File: config.mk
export PLATFORM = sky130hd
export DESIGN_NAME = iter_alu
export DESIGN_NICKNAME = d
export VERILOG_FILES = /design/src/rtl/iter_alu.sv
export SDC_FILE = /design/constraint.sdc
export NUM_CORES = 1
export LEC_CHECK = 0
export CAP_MARGIN = 10
export CORE_MARGIN = 2
export CORE_UTILIZATION = 35
export CTS_CLUSTER_SIZE = 24
export DETAILED_ROUTE_END_ITERATION = 7
export DONT_BUFFER_PORTS = 1
export HOLD_SLACK_MARGIN = 0.15
export PLACE_DENSITY_LB_ADDON = 0.05
export SKIP_CTS_REPAIR_TIMING = 1
export SYNTH_ARGS = -nofsm -noshare
export SYNTH_HDL_FRONTEND = slang
export SYNTH_SLANG_ARGS = --single-unit
export TNS_END_PERCENT = 1
File: constraint.sdc
create_clock -name clk -period 17.7 [get_ports clk]
set_input_delay 1.77 -clock clk [delete_from_list [all_inputs] [get_ports clk]]
set_output_delay 1.77 -clock clk [all_outputs]
set_load 0.1 [all_outputs]
File: src/rtl/iter_alu.sv
// Multi-cycle ALU for the EX stage: single-cycle logic/shift ops plus iterative
// radix-2 multiply and restoring divide, behind a valid/ready handshake.
module iter_alu #(
  parameter int WIDTH = 32,
  localparam int SHW = $clog2(WIDTH)
) (
  input  logic             clk,
  input  logic             rst_n,
  input  logic             in_valid,
  output logic             in_ready,
  input  logic [3:0]       ALUOp,
  input  logic [WIDTH-1:0] A,
  input  logic [WIDTH-1:0] B,
  input  logic             flush,
  output logic             out_valid,
  input  logic             out_ready,
  output logic [WIDTH-1:0] C,
  output logic [WIDTH-1:0] C_hi
);

  typedef enum logic [1:0] {IDLE, BUSY, DONE} state_t;

  localparam logic [SHW:0] CNT_LOAD = (SHW+1)'(WIDTH);
  localparam logic [SHW:0] CNT_ONE  = (SHW+1)'(1);

  state_t           state_q, state_d;
  logic [SHW:0]     cnt_q, cnt_d;
  logic [WIDTH-1:0] c_q, c_d, c_hi_q, c_hi_d;
  logic [WIDTH-1:0] hi_q, hi_d, lo_q, lo_d, opnd_q, opnd_d, a_q, a_d;
  logic             is_div_q, is_div_d;
  logic             neg_q, neg_d, neg_rem_q, neg_rem_d, bzero_q, bzero_d;

  logic [SHW-1:0]   shamt;
  logic [WIDTH-1:0] fast_res;
  logic             op_signed;
  logic [WIDTH-1:0] a_abs, b_abs;

  logic [WIDTH:0]     mul_sum;
  logic [WIDTH-1:0]   mul_hi_n, mul_lo_n;
  logic [2*WIDTH-1:0] prod, prod_fix;
  logic [WIDTH:0]     div_shift, div_trial;
  logic               div_ok;
  logic [WIDTH-1:0]   div_hi_n, div_lo_n, quo_fix, rem_fix;

  assign shamt     = B[SHW-1:0];
  assign op_signed = ALUOp[0];
  assign a_abs     = (op_signed && A[WIDTH-1]) ? -A : A;
  assign b_abs     = (op_signed && B[WIDTH-1]) ? -B : B;

  always_comb begin
    fast_res = '0;
    case (ALUOp)
      4'b0000: fast_res = A + B;
      4'b0001: fast_res = A - B;
      4'b0010: fast_res = A & B;
      4'b0011: fast_res = A | B;
      4'b0100: fast_res = A >> shamt;
      4'b0101: fast_res = $signed(A) >>> shamt;
      4'b0110: fast_res = A << shamt;
      4'b0111: fast_res = {{(WIDTH-1){1'b0}}, $signed(A) < $signed(B)};
      default: fast_res = '0;
    endcase
  end

  // One iteration of each algorithm on magnitudes; hi holds the partial
  // product / partial remainder, lo the multiplier / dividend-quotient.
  always_comb begin
    mul_sum   = {1'b0, hi_q} + (lo_q[0] ? {1'b0, opnd_q} : '0);
    mul_hi_n  = mul_sum[WIDTH:1];
    mul_lo_n  = {mul_sum[0], lo_q[WIDTH-1:1]};
    prod      = {mul_hi_n, mul_lo_n};
    prod_fix  = neg_q ? -prod : prod;

    div_shift = {hi_q, lo_q[WIDTH-1]};
    div_trial = div_shift - {1'b0, opnd_q};
    div_ok    = !div_trial[WIDTH];
    div_hi_n  = div_ok ? div_trial[WIDTH-1:0] : div_shift[WIDTH-1:0];
    div_lo_n  = {lo_q[WIDTH-2:0], div_ok};
    quo_fix   = neg_q ? -div_lo_n : div_lo_n;
    rem_fix   = neg_rem_q ? -div_hi_n : div_hi_n;
  end

  always_comb begin
    state_d   = state_q;
    cnt_d     = cnt_q;
    c_d       = c_q;
    c_hi_d    = c_hi_q;
    hi_d      = hi_q;
    lo_d      = lo_q;
    opnd_d    = opnd_q;
    a_d       = a_q;
    is_div_d  = is_div_q;
    neg_d     = neg_q;
    neg_rem_d = neg_rem_q;
    bzero_d   = bzero_q;

    case (state_q)
      IDLE: begin
        if (in_valid) begin
          if (ALUOp[3:2] == 2'b10) begin
            state_d   = BUSY;
            cnt_d     = CNT_LOAD;
            hi_d      = '0;
            lo_d      = a_abs;
            opnd_d    = b_abs;
            a_d       = A;
            is_div_d  = ALUOp[1];
            neg_d     = op_signed & (A[WIDTH-1] ^ B[WIDTH-1]);
            neg_rem_d = op_signed & A[WIDTH-1];
            bzero_d   = (B == '0);
          end else begin
            state_d = DONE;
            c_d     = fast_res;
            c_hi_d  = '0;
          end
        end
      end
      BUSY: begin
        cnt_d = cnt_q - CNT_ONE;
        hi_d  = is_div_q ? div_hi_n : mul_hi_n;
        lo_d  = is_div_q ? div_lo_n : mul_lo_n;
        if (cnt_q == CNT_ONE) begin
          state_d = DONE;
          if (!is_div_q) begin
            c_d    = prod_fix[WIDTH-1:0];
            c_hi_d = prod_fix[2*WIDTH-1:WIDTH];
          end else if (bzero_q) begin
            c_d    = '1;
            c_hi_d = a_q;
          end else begin
            c_d    = quo_fix;
            c_hi_d = rem_fix;
          end
        end
      end
      DONE: begin
        if (out_ready) state_d = IDLE;
      end
      default: state_d = IDLE;
    endcase

    // Abort wins over accept and completion; the last result stays on C/C_hi.
    if (flush) begin
      state_d = IDLE;
      cnt_d   = '0;
      c_d     = c_q;
      c_hi_d  = c_hi_q;
    end
  end

  always_ff @(posedge clk or negedge rst_n) begin
    if (!rst_n) begin
      state_q   <= IDLE;
      cnt_q     <= '0;
      c_q       <= '0;
      c_hi_q    <= '0;
      hi_q      <= '0;
      lo_q      <= '0;
      opnd_q    <= '0;
      a_q       <= '0;
      is_div_q  <= 1'b0;
      neg_q     <= 1'b0;
      neg_rem_q <= 1'b0;
      bzero_q   <= 1'b0;
    end else begin
      state_q   <= state_d;
      cnt_q     <= cnt_d;
      c_q       <= c_d;
      c_hi_q    <= c_hi_d;
      hi_q      <= hi_d;
      lo_q      <= lo_d;
      opnd_q    <= opnd_d;
      a_q       <= a_d;
      is_div_q  <= is_div_d;
      neg_q     <= neg_d;
      neg_rem_q <= neg_rem_d;
      bzero_q   <= bzero_d;
    end
  end

  assign in_ready  = (state_q == IDLE);
  assign out_valid = (state_q == DONE);
  assign C         = c_q;
  assign C_hi      = c_hi_q;

endmodule

# [Word-level counts from Yosys, hierarchy flattened]
# Cells that the tools add are included.
# Widths: inputs -> output; s select.
[totals] in_bits=73 out_inout_bits=66 wordCells=102 ff_bits=204
[op_classes] eq_ne=19 add_sub_neg=10 reduce_logical=13 shift=3 n_mux=38 n_lt_le_gt_ge=1 bitwise_logic=6
[ops] operator="$mux 32" count=22
[ops] operator="$pmux 32 s2" count=4
[ops] operator="$pmux 32 s8" count=1
[ops] operator="$neg 32->32" count=4
[ops] operator="$mux 64" count=1
[ops] operator="$neg 64->64" count=1
[ops] operator="$add 32x32->33" count=1
[ops] operator="$sub 33x32->33" count=1
[ops] operator="$add 32x32->32" count=1
[ops] operator="$and 32x32->32" count=1
[ops] operator="$logic_not 32->1" count=1
[ops] operator="$lt 32x32->1" count=1
[ops] operator="$or 32x32->32" count=1
[ops] operator="$shl 32x5->32" count=1
[ops] operator="$shr 32x5->32" count=1
[ops] operator="$sshr 32x5->32" count=1
[ops] operator="$sub 32x32->32" count=1
[ops] operator="$mux 6" count=3
[ops] operator="$eq 4x3->1 const B" count=4
[ops] operator="$pmux 6 s2" count=1
[ops] operator="$reduce_and 3->1" count=4
[ops] operator="$mux 2" count=5
[ops] operator="$eq 4x2->1 const B" count=2
[ops] operator="$eq 6x1->1 const B" count=1
[ops] operator="20 further kinds" count=26

# [Logic depth before layout (Yosys ltp)]
# Gate-level depths: netlist of the first run.
[logic_depth] ltp_word=8 mapped_depth=27 mapped_depth_nobuf=22

# [Worst setup path before layout of the first run]
# No wires, ideal clock.
[synth_timing] path_kind="register -> register" startpoint="register lo_q[31]" endpoint="register c_hi_q[28], in the netlist C_hi[28]" path_buffers=4 setup_ns=0.123 t_arrival_ns=5.534 synth_period_minus_slack_ns=5.657 required_time_ns=17.577 path_slack_ns=12.043 stages_incl_launch_ff=27 cell_sequence="dfrtp_1 > clkbuf_1 > inv_1 > ha_1 > fa_1 > nor2b_1 > o31ai_1 > a2111oi_4 > o21ba_2 > o21ai_2 > a21boi_2 > nor3_4 > inv_2 > buf_2 > buf_1 > nor2_1 > a21oi_1 > ha_1 > clkbuf_1 > nand2_1 > nor4_1 > nor3b_1 > a31oi_1 > a2111o_1 > nor4b_2 > mux2i_1 > a32o_1"
[synth_between] elab_chain_cells=8 word_cells_on_any_way=10 cone_classes="add/sub: 3; mux: 7"
[synth_lines] item="start, declared" line_no="29" text="logic [WIDTH-1:0] hi_q, hi_d, lo_q, lo_d, opnd_q, opnd_d, a_q, a_d;"
[synth_lines] item="start signal, assigned" line_no="171" text="lo_q <= lo_d;"
[synth_lines] item="$sub 33x32->33" line_no="75" text="div_trial = div_shift - {1'b0, opnd_q};"
[synth_lines] item="$mux 32" line_no="77" text="div_hi_n = div_ok ? div_trial[WIDTH-1:0] : div_shift[WIDTH-1:0];"
[synth_lines] item="$neg 32->32" line_no="80" text="rem_fix = neg_rem_q ? -div_hi_n : div_hi_n;"
[synth_lines] item="$mux 32" line_no="80"
[synth_lines] item="$mux 32" line_no="127" text="end else if (bzero_q) begin"
[synth_lines] item="$mux 32 *" line_no="124" text="if (!is_div_q) begin"
[synth_lines] item="$mux 32 *" line_no="122" text="if (cnt_q == CNT_ONE) begin"
[synth_lines] item="$pmux 32 s2 *" line_no="97" text="case (state_q)"
[synth_lines] item="end signal, assigned" line_no="169" text="c_hi_q <= c_hi_d;"
[synth_lines] item="end, declared" line_no="28" text="logic [WIDTH-1:0] c_q, c_d, c_hi_q, c_hi_d;"
# Mark *: on every way between the ends. The rest lies on a longest branch, timed or not. The select of a mux whose other input is x is not followed.
# A chain may end at the register's enable or synchronous reset.

# [Worst setup path after layout of the first run]
# Ends and elaborated chain as after synthesis.

==> key figures, run 1 <==
Status
  • Status: completed

Placement
  • HPWL after DPL: 108 mm
  • GP Congestion: between 1 and 1.5
  • DP Worst Slack: around 11 ns
  • PortBufs: 0

Finish
  • Fin nets: around 3600
  • Area of the multi-input gates: 19500 um^2
  • Ratio of cells with drive above 1 in the final layout: 0.0651
  • Reg area: a little over 5000 um^2
  • Filler cells: roughly 8000
  • Commonest cells after routing, fill and taps aside: 388 x o21ai_0, 355 x nand2_1, 312 x nor2_1
  • Area Overhead vs Synth: 6.13%
  • Most common cell after layout, fill and taps aside: o21ai_0

Drt
  • Vias per std cell: ~6.4
  • Initial drt markers: 2748
  • Wirelength per Cell: about 32 um
  • Final ANT Viol Nets: 0
  • Final wirelength: approximately 140 mm
  • Pre-antenna DRT Iters: 6
  • Via count: approximately 28000
  • # DRC: 0

Timing
  • Fmax: 157 MHz
  • Post-route setup slack: about 11 ns
  • RSZ-0062 raised after global routing: no
  • Fin crit share: 0.360
  • Setup tns final: 0 ns
  • Hold violation count in the final report: 0
  • Least-Margin Pin Slew: roughly 1.2 ns
  • Post-route minimum period: approximately 6.4 ns
  • Slew Limit Fails: 0
  • Clock skew: around 0.053 ns
  • Slew Limit Headroom: 0.197
  • Final setup viols: 0

Yosys
  • Asr flop ratio synth: 1.00
  • Main combinational cell family by area after synthesis: compound AO/OA/AOI/OAI gates
  • Synthesis-stage register bit count: between 200 and 250
  • Simple-gate share of the synthesized area: 0.199
  • Part of the Yosys area used for sequential elements: 0.195
  • Post-synthesis average cell area: 7.36 um^2
  • Syn Nets: approximately 3800
  • Post-synth EDFFs: 0
  • Synth Area in Compound Gates: 0.299
  • Synth Instances: between 3000 and 4000
  • Yosys warns: 0
  • XOR/XNOR share of the synthesized area: 0.0772
  • Post-synthesis cell type count: 100
  • Post-synthesis mux area share: 0.0809
  • Primary FF master, synth: dfrtp_1
  • Adder-Cell Fraction of Synth Area: 0.0832
  • Mapped cell area: 26200 um^2

Floorplan
  • CORE AREA: 74300 um^2
  • Initial core utilization: 0.353
  • Ports: 139
  • DIE WIDTH: around 280 um
  • Row count: 100
  • Die Y: approximately 280 um
  • DIE AREA: 77100 um^2

Clocking
  • Clk Latency, worst-skew pair: approximately 0.62 ns
  • Total CTS buffers: 29
  • Clk slew on worst S/H paths: roughly 0.06 ns
  • Clk buf depth: 3
  • TritonCTS clock tree: done
  • H-Tree Depth: 1
  • Clock Sink Count: roughly 200
  • Clk root buf: clkbuf_16

Global routing
  • First-pass GRT wire length: 198 mm
  • Global-route usage over all layers: 0.350
  • Pin count of the biggest net entering global routing: a little over 200
  • Vias in the first global route: approximately 27000
  • Grt ovf: 0
  • Initial antenna violation count: 7

Setup path
  • Reg2reg end: C_hi[28]$_DFFE_PN0P_
  • Worst R2R Path Depth: 21
  • Critical path type: flop to flop
  • Data required, critical path: 18.20 ns
  • Crit path launch type: flop
  • Worst-path maximum fanout: 42
  • Reg-to-reg startpoint: lo_q[31]$_DFFE_PN0P_
  • Worst Path Arrival: between 6 and 7 ns
  • Crit. End Element: flop
  • R2R Setup Slk: about 11 ns

Pwr
  • Pwr/cell area: between 150 and 200 nW/um^2
  • Worst vdd ir: ~0.000096 V
  • LEAKAGE: 11.4 nW

Run
  • Max-cap violation count: 0

Hold path
  • Hold Crit Class: flop to flop
  • Hold Startpoint: a_q[28]$_DFFE_PN0P_
  • Worst Hold End: a_q[28]$_DFFE_PN0P_
  • Hold Path Cell Cnt: 2
==> cell usage after synthesis, types with 22 or more instances <==
| cell type | count | share of area |
|---|---|---|
| nand3_1 | 80 | 0.015 |
| mux2i_1 | 132 | 0.050 |
| o211ai_1 | 54 | 0.015 |
| clkbuf_1 | 220 | 0.031 |
| nor3_1 | 78 | 0.015 |
| nand4_1 | 32 | 0.0076 |
| nand2b_1 | 40 | 0.0095 |
| a21o_1 | 50 | 0.014 |
| mux4_2 | 26 | 0.022 |
| xnor2_1 | 174 | 0.058 |
| o21bai_1 | 26 | 0.0074 |
| or3_1 | 51 | 0.012 |
| a21oi_1 | 265 | 0.051 |
| ha_1 | 168 | 0.080 |
| buf_2 | 25 | 0.0048 |
| nand2_1 | 355 | 0.051 |
| o21ai_0 | 388 | 0.074 |
| a31oi_1 | 40 | 0.0095 |
| and3_1 | 22 | 0.0052 |
| and2_1 | 26 | 0.0062 |
| o31ai_1 | 39 | 0.011 |
| nor2_1 | 315 | 0.045 |
| inv_1 | 157 | 0.022 |
| buf_1 | 32 | 0.0046 |
| xor2_1 | 57 | 0.019 |
| a211oi_1 | 82 | 0.023 |
| nor4_1 | 24 | 0.0057 |
| o221ai_1 | 26 | 0.0087 |
| dfrtp_1 | 204 | 0.19 |
==> state kept, by name (all words and copies together), names as in the netlist <==
register / cells
C: 32
state_q: 2
neg_q: 1
neg_rem_q: 1
opnd_q: 32
C_hi: 32
a_q: 32
is_div_q: 1
lo_q: 32
hi_q: 32
cnt_q: 6
bzero_q: 1
==> final cells by class <==
cell class                      count  area share
Clock buffer                       38      0.0294
Clock inverter                     15     0.00553
Inverter                          165      0.0223
Tap cell                          969      0.0436
Sequential cell                   204       0.184
Antenna cell                        3    0.000270
Timing Repair Buffer               59      0.0159
Multi-Input combinational cell   2916       0.699
==> how the worst max path moves through the flow <==
stage                     depth (start not counted)                  from              endpoint  slack [ns]
after floorplan                                  26  lo_q[31]$_DFFE_PN0P_  C_hi[28]$_DFFE_PN0P_       12.04
final                                            21  lo_q[31]$_DFFE_PN0P_  C_hi[28]$_DFFE_PN0P_       11.33
after global placement                           13                  B[4]     C[20]$_DFFE_PN0P_       11.46
after global routing                             21  lo_q[31]$_DFFE_PN0P_  C_hi[28]$_DFFE_PN0P_       10.96
after detailed placement                         13                  B[4]     C[20]$_DFFE_PN0P_       11.38
after CTS                                        21  lo_q[31]$_DFFE_PN0P_  C_hi[28]$_DFFE_PN0P_       11.45
==> report_power, final <==
| group | internal, mW | switching [mW] |
|---|---|---|
| logic | 1.04 | 2.02 |
| registers | 0.580 | 0.405 |
| clock network | 0.356 | 0.259 |
| total | 1.98 | 2.69 |
==> routing by layer <==
metal / part of all wire / up-vias / track usage / routed length, um
met5: 0.000086 / - / 0 / 12
met4: 0.086 / 2 / 0.255 / 12000
met3: 0.056 / 317 / 0.0458 / 7800
met2: 0.46 / 1205 / 0.572 / 64000
met1: 0.40 / 14000 / 0.422 / 55600
li1: - / 12600 / - / -
==> per-stage QoR <==
stage / hold WS [ns] / util / area (um^2) / power, mW / cells
3_5_place_dp: 0.466 / 0.361 / 26900 / 3.98 / 4313
2_1_floorplan: 0.441 / - / 26200 / 2.89 / 3565
6_report: 0.478 / 0.374 / 27800 / 4.66 / 4369
5_1_grt: 0.508 / 0.374 / 27800 / 4.90 / 4366
4_1_cts: 0.481 / 0.374 / 27800 / 4.61 / 4366
3_3_place_gp: 0.462 / 0.361 / 26900 / 3.98 / 4313
==> kinds of logic after synthesis <==
| group | count (synthesis) |
|---|---|
| AO/OA/AOI/OAI | 1225 |
| XOR/XNOR | 231 |
| adder cells (fa/ha/maj) | 172 |
| buffers and inverters | 445 |
| flip-flops | 204 |
| multiplexers | 177 |
| AND/OR/NAND/NOR | 1111 |
==> worst max-delay path, stage by stage (launching register included) <==
cell       delay [ns]
dfrtp_1          0.56
inv_1            0.08
ha_1             0.23
fa_1             0.41
nor2b_1          0.21
o31ai_1          0.20
a2111oi_4        0.45
o21ba_2          0.25
o21ai_2          0.09
and2_1           0.26
nor3_4           0.21
buf_4            0.57
mux2_2           0.32
ha_1             0.37
nand2_1          0.08
nor4_1           0.35
nor3b_1          0.32
a31oi_1          0.23
a2111o_1         0.40
nor4b_2          0.31
mux2i_1          0.12
a32o_1           0.25
No activity file was read; power rests on OpenSTA's default activity.
==> inputs of run 2 (changes only) <==
==> constraint.sdc (replaced) <==
create_clock -name clk -period 6.1 [get_ports clk]
set_input_delay 0.61 -clock clk [delete_from_list [all_inputs] [get_ports clk]]
set_output_delay 0.61 -clock clk [all_outputs]
set_load 0.1 [all_outputs]
==> key figures, run 2 (synthesis gave the netlist of run 1 again) <==
Drt
  • Wirelength per Cell: slightly above 30 um
  • Met3 wire length: just under 8 mm
  • # DRC: 0
  • Top Layer Used: met5
  • Via count: between 20000 and 30000
  • Final wirelength: about 140 mm
  • Met1 Routed Length: 52.2 mm
  • Initial drt markers: 2553
  • Vias per std cell: 6.31
  • Wire length on met2: between 60 and 70 mm
  • Final ANT Viol Nets: 0
  • Pre-antenna DRT Iters: 8

Timing
  • Fmax: about 170 MHz
  • Least-Margin Pin Slew: between 1.5 and 2 ns
  • RSZ-0062 raised after global routing: no
  • Hold violation count in the final report: 0
  • Slew Limit Headroom: -0.0705
  • Slew Limit Fails: just under 100
  • Setup tns final: 0 ns
  • Post-route minimum period: 5.72 ns
  • Final setup viols: 0
  • Fin crit share: 0.937
  • Clock skew: around 0.051 ns

Clocking
  • Clk Latency, worst-skew pair: around 0.61 ns
  • Clk root buf: clkbuf_16
  • H-Tree Depth: 1
  • Clk slew on worst S/H paths: 0.06 ns
  • Clk buf depth: 3
  • TritonCTS clock tree: done
  • Clock Sink Count: 204
  • Total CTS buffers: 29

Setup path
  • CP max stage cell: o31ai_1
  • Crit path launch type: flop
  • Worst-path maximum fanout: 9
  • Data required, critical path: ~6.6 ns
  • Worst Path Arrival: about 6.2 ns
  • R2R Setup Slk: between 0.3 and 0.4 ns
  • Worst path cell trace: ha_1, nor2b_1, o31ai_1, a2111oi_4, o21ba_2, o21ai_2, a21boi_2, nor3_4, buf_4, mux2_2, ha_1, buf_4, nand2_1, or4_1, a31oi_1, a31oi_1, o21ai_0, xnor2_1, o211ai_1, a32o_1
  • Reg-to-reg startpoint: hi_q[1]$_DFFE_PN0P_
  • Worst path bufs/invs: 2
  • Reg2reg end: C_hi[18]$_DFFE_PN0P_
  • Crit. End Element: flop
  • Worst R2R Path Depth: 20
  • Cell family with most CP delay: compound AO/OA/AOI/OAI gates
  • Crit path largest cell delay: 0.68 ns
  • Critical path type: flop to flop

Floorplan
  • Initial core utilization: 0.353
  • DIE AREA: a little under 80000 um^2
  • CORE AREA: 74300 um^2
  • Die Y: about 280 um
  • DIE WIDTH: between 200 and 300 um
  • Row count: 100
  • Ports: about 140

Pwr
  • LEAKAGE: about 11 nW
  • Pwr/cell area: just under 500 nW/um^2
  • Worst vdd ir: approximately 0.00026 V

Global routing
  • Global-route usage over all layers: 0.340
  • First-pass GRT wire length: between 150 and 200 mm
  • Grt ovf: 0
  • Pin count of the biggest net entering global routing: roughly 200
  • Initial antenna violation count: 4
  • Vias in the first global route: 27000

Status
  • Status: complete, but fails checks
  • Failing checks: max-slew violations

Finish
  • Fin nets: 3636
  • Commonest cells after routing, fill and taps aside: 387 x o21ai_0, 355 x nand2_1, 312 x nor2_1
  • Area Overhead vs Synth: 7.08%
  • Ratio of cells with drive above 1 in the final layout: 0.0680
  • Most common cell after layout, fill and taps aside: o21ai_0
  • Finished Core Util: 0.378

Hold path
  • Hold Path Cell Cnt: 2
  • Worst Hold End: a_q[0]$_DFFE_PN0P_
  • Hold Startpoint: A[0]
  • Hold Crit Class: input port to flop

Placement
  • HPWL after DPL: about 110 mm
  • PortBufs: 0
  • GP Congestion: between 0.9 and 1

Run
  • Max-cap violation count: 0
run 2: cell types whose count changed in the layout (fill, tap and decap cells not counted), moves of 2 or more:
cell and delta:
buf_4 +10, bufinv_16 +4, dlygate4sd3_1 +4, clkbuf_1 +3
a2111oi_2 +2, clkbuf_8 -2, clkinv_2 -2, clkinv_4 -2
nor3_2 -2
run 2: how the worst max path moves through the flow:
stage	startpoint	endpoint	slack, ns	cells past startpoint
after global placement	hi_q[1]$_DFFE_PN0P_	C_hi[28]$_DFFE_PN0P_	0.38	19
after floorplan	lo_q[31]$_DFFE_PN0P_	C_hi[28]$_DFFE_PN0P_	0.44	26
final	hi_q[1]$_DFFE_PN0P_	C_hi[18]$_DFFE_PN0P_	0.38	20
after CTS	hi_q[1]$_DFFE_PN0P_	C_hi[28]$_DFFE_PN0P_	0.26	19
after global routing	hi_q[0]$_DFFE_PN0P_	C_hi[30]$_DFFE_PN0P_	0.03	20
after detailed placement	hi_q[1]$_DFFE_PN0P_	C_hi[28]$_DFFE_PN0P_	0.24	19
run 2: worst register-to-register path, cell delays in order (launching register included):
cell and delay, ns:
dfrtp_1 0.46, ha_1 0.38, nor2b_1 0.18, o31ai_1 0.68, a2111oi_4 0.23, o21ba_2 0.30
o21ai_2 0.23, a21boi_2 0.13, nor3_4 0.36, buf_4 0.28, mux2_2 0.39, ha_1 0.22
buf_4 0.16, nand2_1 0.09, or4_1 0.11, a31oi_1 0.04, a31oi_1 0.55, o21ai_0 0.23
xnor2_1 0.23, o211ai_1 0.10, a32o_1 0.31
run 2: per-stage QoR:
stage	hold WS [ns]	instance area (um^2)	std cells	setup WS, ns	power (mW)
2_1_floorplan	0.314	26200	3565	0.443	8.38
3_5_place_dp	0.323	27000	4324	0.241	11.5
5_1_grt	0.168	28100	4383	0.0319	14.3
4_1_cts	-0.334	28000	4378	0.264	13.4
3_3_place_gp	0.320	27000	4324	0.385	11.5
6_report	0.182	28100	4385	0.383	13.6
run 2: power breakdown:
part	switching, mW	internal, mW	leakage, nW
Combinational	5.81	3.03	8.34
Clock	0.721	1.18	0.516
Sequential	1.16	1.68	2.62
run 2: metal layers:
metal | vias up | track usage
li1 | 12600 | -
met4 | 4 | 0.242
met1 | 13600 | 0.397
met3 | 323 | 0.0509
met2 | 1081 | 0.569
met5 | - | 0
run 2: final cells by class:
| cell class | instances | area, um^2 |
|---|---|---|
| Clock inverter | 15 | 246 |
| Antenna cell | 2 | 5.00 |
| Tap cell | 969 | 1210 |
| Fill cell | 8016 | 46200 |
| Inverter | 165 | 619 |
| Clock buffer | 39 | 803 |
| Timing Repair Buffer | 75 | 606 |
| Sequential cell | 204 | 5110 |
| Multi-Input combinational cell | 2916 | 19500 |
